===== src/rtl/adsr_step_rom_arbiter.sv =====
// Purpose : round-robin arbiter sharing one registered-output step ROM among NUM_REQ voices.
// Latency : grant, rom_re and rom_addr are registered one edge after req is sampled; rsp_valid follows one edge later.
// Backpressure: none; req is a level held until granted, one grant per cycle, and a granted voice is masked while its gnt is high.
//
// Ports:
//   clk, rst_n          clock (rising edge) and asynchronous active-low reset
//   req[NUM_REQ]        per-voice request level
//   req_addr            per-voice step index, slice i = [i*ADDR_W +: ADDR_W]
//   gnt[NUM_REQ]        one-hot, one-cycle grant pulse
//   rsp_valid[NUM_REQ]  one-hot, one-cycle data-valid pulse (one cycle after gnt)
//   rsp_data            ROM data, meaningful only while rsp_valid is non-zero
//   rom_re, rom_addr    ROM read enable / address (registered)
//   rom_data            ROM registered data output (one-cycle read latency)
//
// Optional feature: define ADSR_ARB_LAST_HIT_EN to skip the ROM read when a grant
// targets the address of the most recent real read; the ROM output holds that data.

module adsr_step_rom_arbiter #(
  parameter int NUM_REQ = 4,
  parameter int ADDR_W  = 7,
  parameter int DATA_W  = 19
) (
  input  logic                      clk,
  input  logic                      rst_n,
  input  logic [NUM_REQ-1:0]        req,
  input  logic [NUM_REQ*ADDR_W-1:0] req_addr,
  output logic [NUM_REQ-1:0]        gnt,
  output logic [NUM_REQ-1:0]        rsp_valid,
  output logic [DATA_W-1:0]         rsp_data,
  output logic                      rom_re,
  output logic [ADDR_W-1:0]         rom_addr,
  input  logic [DATA_W-1:0]         rom_data
);

  localparam int PTR_W = (NUM_REQ > 1) ? $clog2(NUM_REQ) : 1;
  // One extra bit so ptr + offset can exceed NUM_REQ-1 before wrapping.
  localparam int CW    = PTR_W + 1;

  logic [PTR_W-1:0]   ptr;
  logic [PTR_W-1:0]   ptr_nxt;
  logic [PTR_W-1:0]   sel_idx;
  logic               sel_vld;
  logic [CW-1:0]      cand;
  logic [NUM_REQ-1:0] eligible;
  logic [NUM_REQ-1:0] gnt_nxt;
  logic [ADDR_W-1:0]  sel_addr;
  logic               issue_read;

  // A voice granted last edge still has req high this cycle; mask it so it is
  // not granted twice for one request.
  assign eligible = req & ~gnt;

  // Round-robin search starting at ptr. Walking offsets from high to low lets
  // the smallest offset (closest to ptr) win by being written last.
  always_comb begin
    sel_vld = 1'b0;
    sel_idx = '0;
    cand    = '0;
    for (int k = NUM_REQ - 1; k >= 0; k--) begin
      cand = {1'b0, ptr} + CW'(k);
      if (cand >= CW'(NUM_REQ)) begin
        cand = cand - CW'(NUM_REQ);
      end
      if (eligible[cand[PTR_W-1:0]]) begin
        sel_vld = 1'b1;
        sel_idx = cand[PTR_W-1:0];
      end
    end
  end

  // Address mux and one-hot grant decode for the selected voice.
  always_comb begin
    sel_addr = '0;
    gnt_nxt  = '0;
    for (int i = 0; i < NUM_REQ; i++) begin
      if (sel_idx == PTR_W'(i)) begin
        sel_addr   = req_addr[i*ADDR_W +: ADDR_W];
        gnt_nxt[i] = sel_vld;
      end
    end
  end

  assign ptr_nxt = (sel_idx == PTR_W'(NUM_REQ - 1)) ? '0 : sel_idx + 1'b1;

`ifdef ADSR_ARB_LAST_HIT_EN
  logic [ADDR_W-1:0] last_addr;
  logic              last_vld;

  // A repeat of the last real read needs no ROM access: the ROM's registered
  // output still holds that word when rsp_valid rises.
  assign issue_read = sel_vld && !(last_vld && (sel_addr == last_addr));

  always_ff @(posedge clk or negedge rst_n) begin
    if (!rst_n) begin
      last_addr <= '0;
      last_vld  <= 1'b0;
    end else if (issue_read) begin
      last_addr <= sel_addr;
      last_vld  <= 1'b1;
    end
  end
`else
  assign issue_read = sel_vld;
`endif

  always_ff @(posedge clk or negedge rst_n) begin
    if (!rst_n) begin
      ptr       <= '0;
      gnt       <= '0;
      rsp_valid <= '0;
      rom_re    <= 1'b0;
      rom_addr  <= '0;
    end else begin
      gnt       <= gnt_nxt;
      rsp_valid <= gnt;        // ROM data lands one edge after the read issues
      rom_re    <= issue_read;
      if (sel_vld) begin
        rom_addr <= sel_addr;  // holds its last value when idle
        ptr      <= ptr_nxt;
      end
    end
  end

  assign rsp_data = rom_data;

endmodule


===== config.mk =====
export PLATFORM = sky130hd
export DESIGN_NAME = adsr_step_rom_arbiter
export DESIGN_NICKNAME = d
export VERILOG_FILES = /design/src/rtl/adsr_step_rom_arbiter.sv
export SDC_FILE = /design/constraint.sdc
export NUM_CORES = 1
export LEC_CHECK = 0
export ABC_AREA = 1
export ABC_CLOCK_PERIOD_IN_PS = 2100
export CAP_MARGIN = 10
export CORE_AREA = 3 3 68 70
export CTS_CLUSTER_DIAMETER = 120
export CTS_CLUSTER_SIZE = 20
export DETAILED_ROUTE_END_ITERATION = 16
export DIE_AREA = 0 0 71 73
export GPL_ROUTABILITY_DRIVEN = 0
export PLACE_DENSITY = 0.75
export SKIP_CTS_REPAIR_TIMING = 1
export SLEW_MARGIN = 20
export SYNTH_ARGS = -nofsm -noshare
export SYNTH_HDL_FRONTEND = slang
export SYNTH_SLANG_ARGS = --single-unit

===== constraint.sdc =====
create_clock -name clk -period 2.1 [get_ports clk]
set_input_delay 0.42 -clock clk [delete_from_list [all_inputs] [get_ports clk]]
set_output_delay 0.42 -clock clk [all_outputs]
set_load 0.02 [all_outputs]

# == Word-level counts from Yosys, hierarchy flattened ==
# Cells that the tools add are included.
# W data, S select, Z words.
# totals
register_bits,18
input_bits,53
output_inout_bits,35
elab_cells,56
# classes
add_sub_neg,8
magnitude_cmp,8
eq_ne,3
mux,29
bitwise_logic,2
n_reduce_logical,1
# op_table
cell,count
$mux W7,4
$mux W2,9
$lt A2 B3 Y1 const B,4
$mux W1,12
$ge A3 B3 Y1 const B,3
$bmux W1 S2,4
$sub A2 B1 Y2 const B,4
$add A2 B2 Y3 const B,2
$and A4 B4 Y4,1
$eq A2 B2 Y1 const B,2
$not A4 Y4,1
$add A2 B1 Y3 const B,1
$ge A2 B3 Y1 const B,1
$add A2 B1 Y2 const B,1
$eq A2 B1 Y1 const B,1
$logic_not A2 Y1,1

# == Depth between registers and ports, before layout ==
# logic_depth
word_depth,14
ltp_mapped,19
mapped_depth_nobuf,19

# == Least setup slack after synthesis ==
# No wires, ideal clock.
# synth_path
path_kind,register to register
startpoint,reg gnt[0]
endpoint,reg rom_addr[0]
setup_time_ns,0.065
t_arrival_ns,2.129
slack_ns,-0.094
path_stages_with_launch,17
path_buffers,1
path_cell_list,dfrtp_1 inv_1 nand3_1 nand2_2 o21ai_0 nand2_1 a21boi_1 inv_1 ha_1 buf_2 nor2_2 nand2_1 nand2_1 o21ai_0 o21ai_0 nand2_1 nand2_1
# synth_between
elab_chain_len,13
# synth_rtl
item,line_no,rtl
from (decl),27,"output logic [NUM_REQ-1:0] gnt,"
from (signal assigned),114,gnt <= gnt_nxt;
$not A4 Y4 *,51,assign eligible = req & ~gnt;
$and A4 B4 Y4 *,51,
$bmux W1 S2,64,if (eligible[cand[PTR_W-1:0]]) begin
$mux W1 (implied by the code),64,
$mux W2 (4 in series),64,
$logic_not A2 Y1,76,if (sel_idx == PTR_W'(i)) begin
$mux W7 (4 in series),76,
to (signal assigned),118,rom_addr <= sel_addr;
to (decl),31,"output logic [ADDR_W-1:0] rom_addr,"
# Every way passes the cells marked *; elsewhere a longest branch is shown, timed or not. The select of a mux whose other input is x is not followed.
# A chain may end at the register's enable or synchronous reset.

# == Worst setup path after layout ==
# layout_path
startpoint,reg ptr[0]
endpoint,reg rom_addr[5]
# layout_between
elab_chain_len,14
# layout_rtl
item,line_no,rtl
from (decl),39,logic [PTR_W-1:0] ptr;
from (signal assigned),119,ptr <= ptr_nxt;
$add A2 B2 Y3,60,"cand = {1'b0, ptr} + CW'(k);"
$ge A3 B3 Y1 or $sub A2 B1 Y2 (tied branches),"61, 62",
$mux W2,61,if (cand >= CW'(NUM_REQ)) begin
$bmux W1 S2,64,
$mux W1 (implied by the code),64,
$mux W2 (4 in series),64,
$logic_not A2 Y1,76,
$mux W7 (4 in series),76,
# Parallel ways exist; a longest one is shown, timed or not. The select of a mux whose other input is x is not followed.

==> reports/metrics.cfg <==
[sta]
fmaxAchievable_ghz = 0.4707
rsz0062_at_grt = yes
hold_viol_final = 0
fin_ws_ns = -0.02430
setup_viol = 5
fin_crit_sh = 1.012
tightest_slew_ns = 0.6213
slew_headroom = 0.5845
maxSlewViolCount = 0
skew_ns = 0.004256
timing.final.crit_period_ns = 2.124
tns_ns = -0.05969

[place]
place_inst = 262
placed_area_sq_um = 1748
hpwl_mm = 2.349
io_buffer_count = 49

[logic_synthesis]
yosys_warnings = 0
yosysTopAreaCellShare = 0.3618
ys_seq_area_frac = 0.3618
synth_area_leaders = dfrtp_1 36%, nand2_1 19%, buf_4 12%, o21ai_0 5.2%, ha_1 4.0%
synth_cell_type_count = 23
avgSynthCellArea_sq_um = 7.280
synth-seq-cells = 18
syn-num-nets = 228
synthCells = 171
syn-cell-area_sq_um = 1245
yosysTopAreaCell = dfrtp_1

[layout]
nets = 278
layout_common_cells = 57 x nand2_1, 45 x clkdlybuf4s50_1, 18 x buf_4, 15 x dfrtp_1, 9 x o21ai_1
area_growth_pct = 57.19
final_common_cell = nand2_1
layout-drive-gt1-share = 0.2682
stdcell_count = 270
final_area_sq_um = 1957
num_antenna_cells = 0
fin_util = 0.4857

[critical_path]
critPathMostFrequentCell = nand2_1
r2r_cells = 15
worst_r2r_startpoint = ptr[0]
cp_max_fo = 7
cpMaxStageDelayCell = dfrtp_2
cp-end-kind = flop
worstSetupPathType = flop to flop
slowest_delay_ns = 0.46
arrival_ns = 2.27
crit_path_start_kind = flop
crit_required_ns = 2.25
crit_path_cell_trace = inv_4 > nand3_2 > nand2_4 > buf_4 > nand2_1 > a21boi_4 > inv_2 > ha_2 > buf_4 > a21oi_1 > nand2_1 > o21ai_0 > o21ai_1 > nand2_1 > nand2_1
worstReg2RegEnd = rom_addr[5]
ff2ff_setup_slack_ns = -0.02

[detailed_routing]
vias_per_cell = 4.474
route.detailed.drc = 0
drt_pass1_iterations = 6
ant_nets = 0
first_iter_violations = 66
vias = 1208
post_drt_wl_per_cell_um = 11.80
drt-total-wl_mm = 3.187

[clocking]
clkTransAtPathRegs_ns = 0.07
cts.sinks = 18
cts_tree = yes
clock_latency_ns = 0.25
numCtsBuffers = 3
cts_buffer_depth = 2
root_buffer = clkbuf_8
h-tree-depth = 1

[global_route]
grt_pass1_wl_mm = 5.050
overflow = 0
grt_max_degree = 16
grt_pass1_vias = 1137
grtUsageTotal = 0.1223
antenna_found_initial = 0

[die]
start_util = 0.3090
dieArea_sq_um = 5183
die_x_um = 71
row_count = 23
io_pins = 88
die_y_um = 73
fp.coreArea_sq_um = 4029

[run]
maxCapViolCount = 0

[pwr]
total_power_mw = 3.595
p_leak_nw = 0.9366
irDropWorstVdd_mv = 0.5904
powerDensity_nw_per_um2 = 1837

[run_status]
violations = setup timing
status = complete, but fails checks

[worst_hold_path]
min_from = gnt[3]
hold_path.class = flop to flop
holdPathEnd = rsp_valid[3]
hold_depth = 0

-- cells by family after synthesis --
logic type | share of synthesized area
AO/OA/AOI/OAI | 0.1055
XOR/XNOR | 0.01407
adder cells (fa/ha/maj) | 0.04020
buffers and inverters | 0.1899
flip-flops | 0.3618
AND/OR/NAND/NOR | 0.2884
-- synthesized netlist by cell type, drive strengths merged --
| cell | count |
|---|---|
| o21ai | 17 |
| dfrtp | 18 |
| a21oi | 7 |
| ha | 4 |
| clkbuf | 2 |
| xnor2 | 1 |
| buf | 23 |
| xor2 | 1 |
| nor3 | 1 |
| nor2 | 9 |
| nand2 | 67 |
| a21boi | 1 |
| inv | 13 |
| nand3 | 7 |
-- final cells by class --
class	instances	area, sq um
Sequential cell	18	454.2
Fill cell	394	2072
Clock buffer	4	55.05
Timing Repair Buffer	70	669.4
Tap cell	50	62.56
Inverter	13	51.30
Multi-Input combinational cell	115	664.4
-- sequential cells by signal (all words and copies together), names as in the netlist --
name	cells
rom_addr	7
gnt	4
rsp_valid	4
ptr	2
rom_re	1
-- how the worst max path moves through the flow --
stage | start | end | slack, ns | cells past startpoint
after floorplan | ptr[0] | rom_addr[0] | 0.0002 | 16
after global placement | req[0] | rom_addr[5] | -0.46 | 15
after detailed placement | req[0] | rom_addr[0] | -0.47 | 15
after CTS | req[0] | rom_addr[0] | -0.24 | 15
after global routing | ptr[0] | rom_addr[1] | -0.21 | 17
final | ptr[0] | rom_addr[5] | -0.02 | 15
-- where the power goes --
part | switching [mW] | leakage, nW | total [mW] | internal (mW)
Clock | 0.112 | 0.0288 | 0.278 | 0.167
Sequential | 0.113 | 0.220 | 0.639 | 0.526
Combinational | 1.42 | 0.688 | 2.68 | 1.26
-- critical path, delay by kind of cell (launching register included) --
kind	cells	cell delay (ns)
flip-flops	1	0.46
AND/OR/NAND/NOR	6	0.44
adder cells (fa/ha/maj)	1	0.20
buffers and inverters	4	0.45
AO/OA/AOI/OAI	4	0.47
-- routing by layer --
layer / routed length (um) / share of wire / GRT usage
met4: 83 / 0.026 / 0.05846
met3: 180 / 0.056 / 0.02342
met5: 0 / 0 / 0
met2: 1643 / 0.52 / 0.2029
met1: 1278 / 0.40 / 0.1530
-- through the flow --
step	hold slack, ns	setup WS, ns
after detailed placement	0.3981	-0.4727
final	0.4083	-0.02430
after floorplan	0.1244	0.0002471
after global placement	0.3867	-0.4557
after CTS	0.4127	-0.2387
after global routing	0.4241	-0.2102
(Power assumes the default switching activity.)
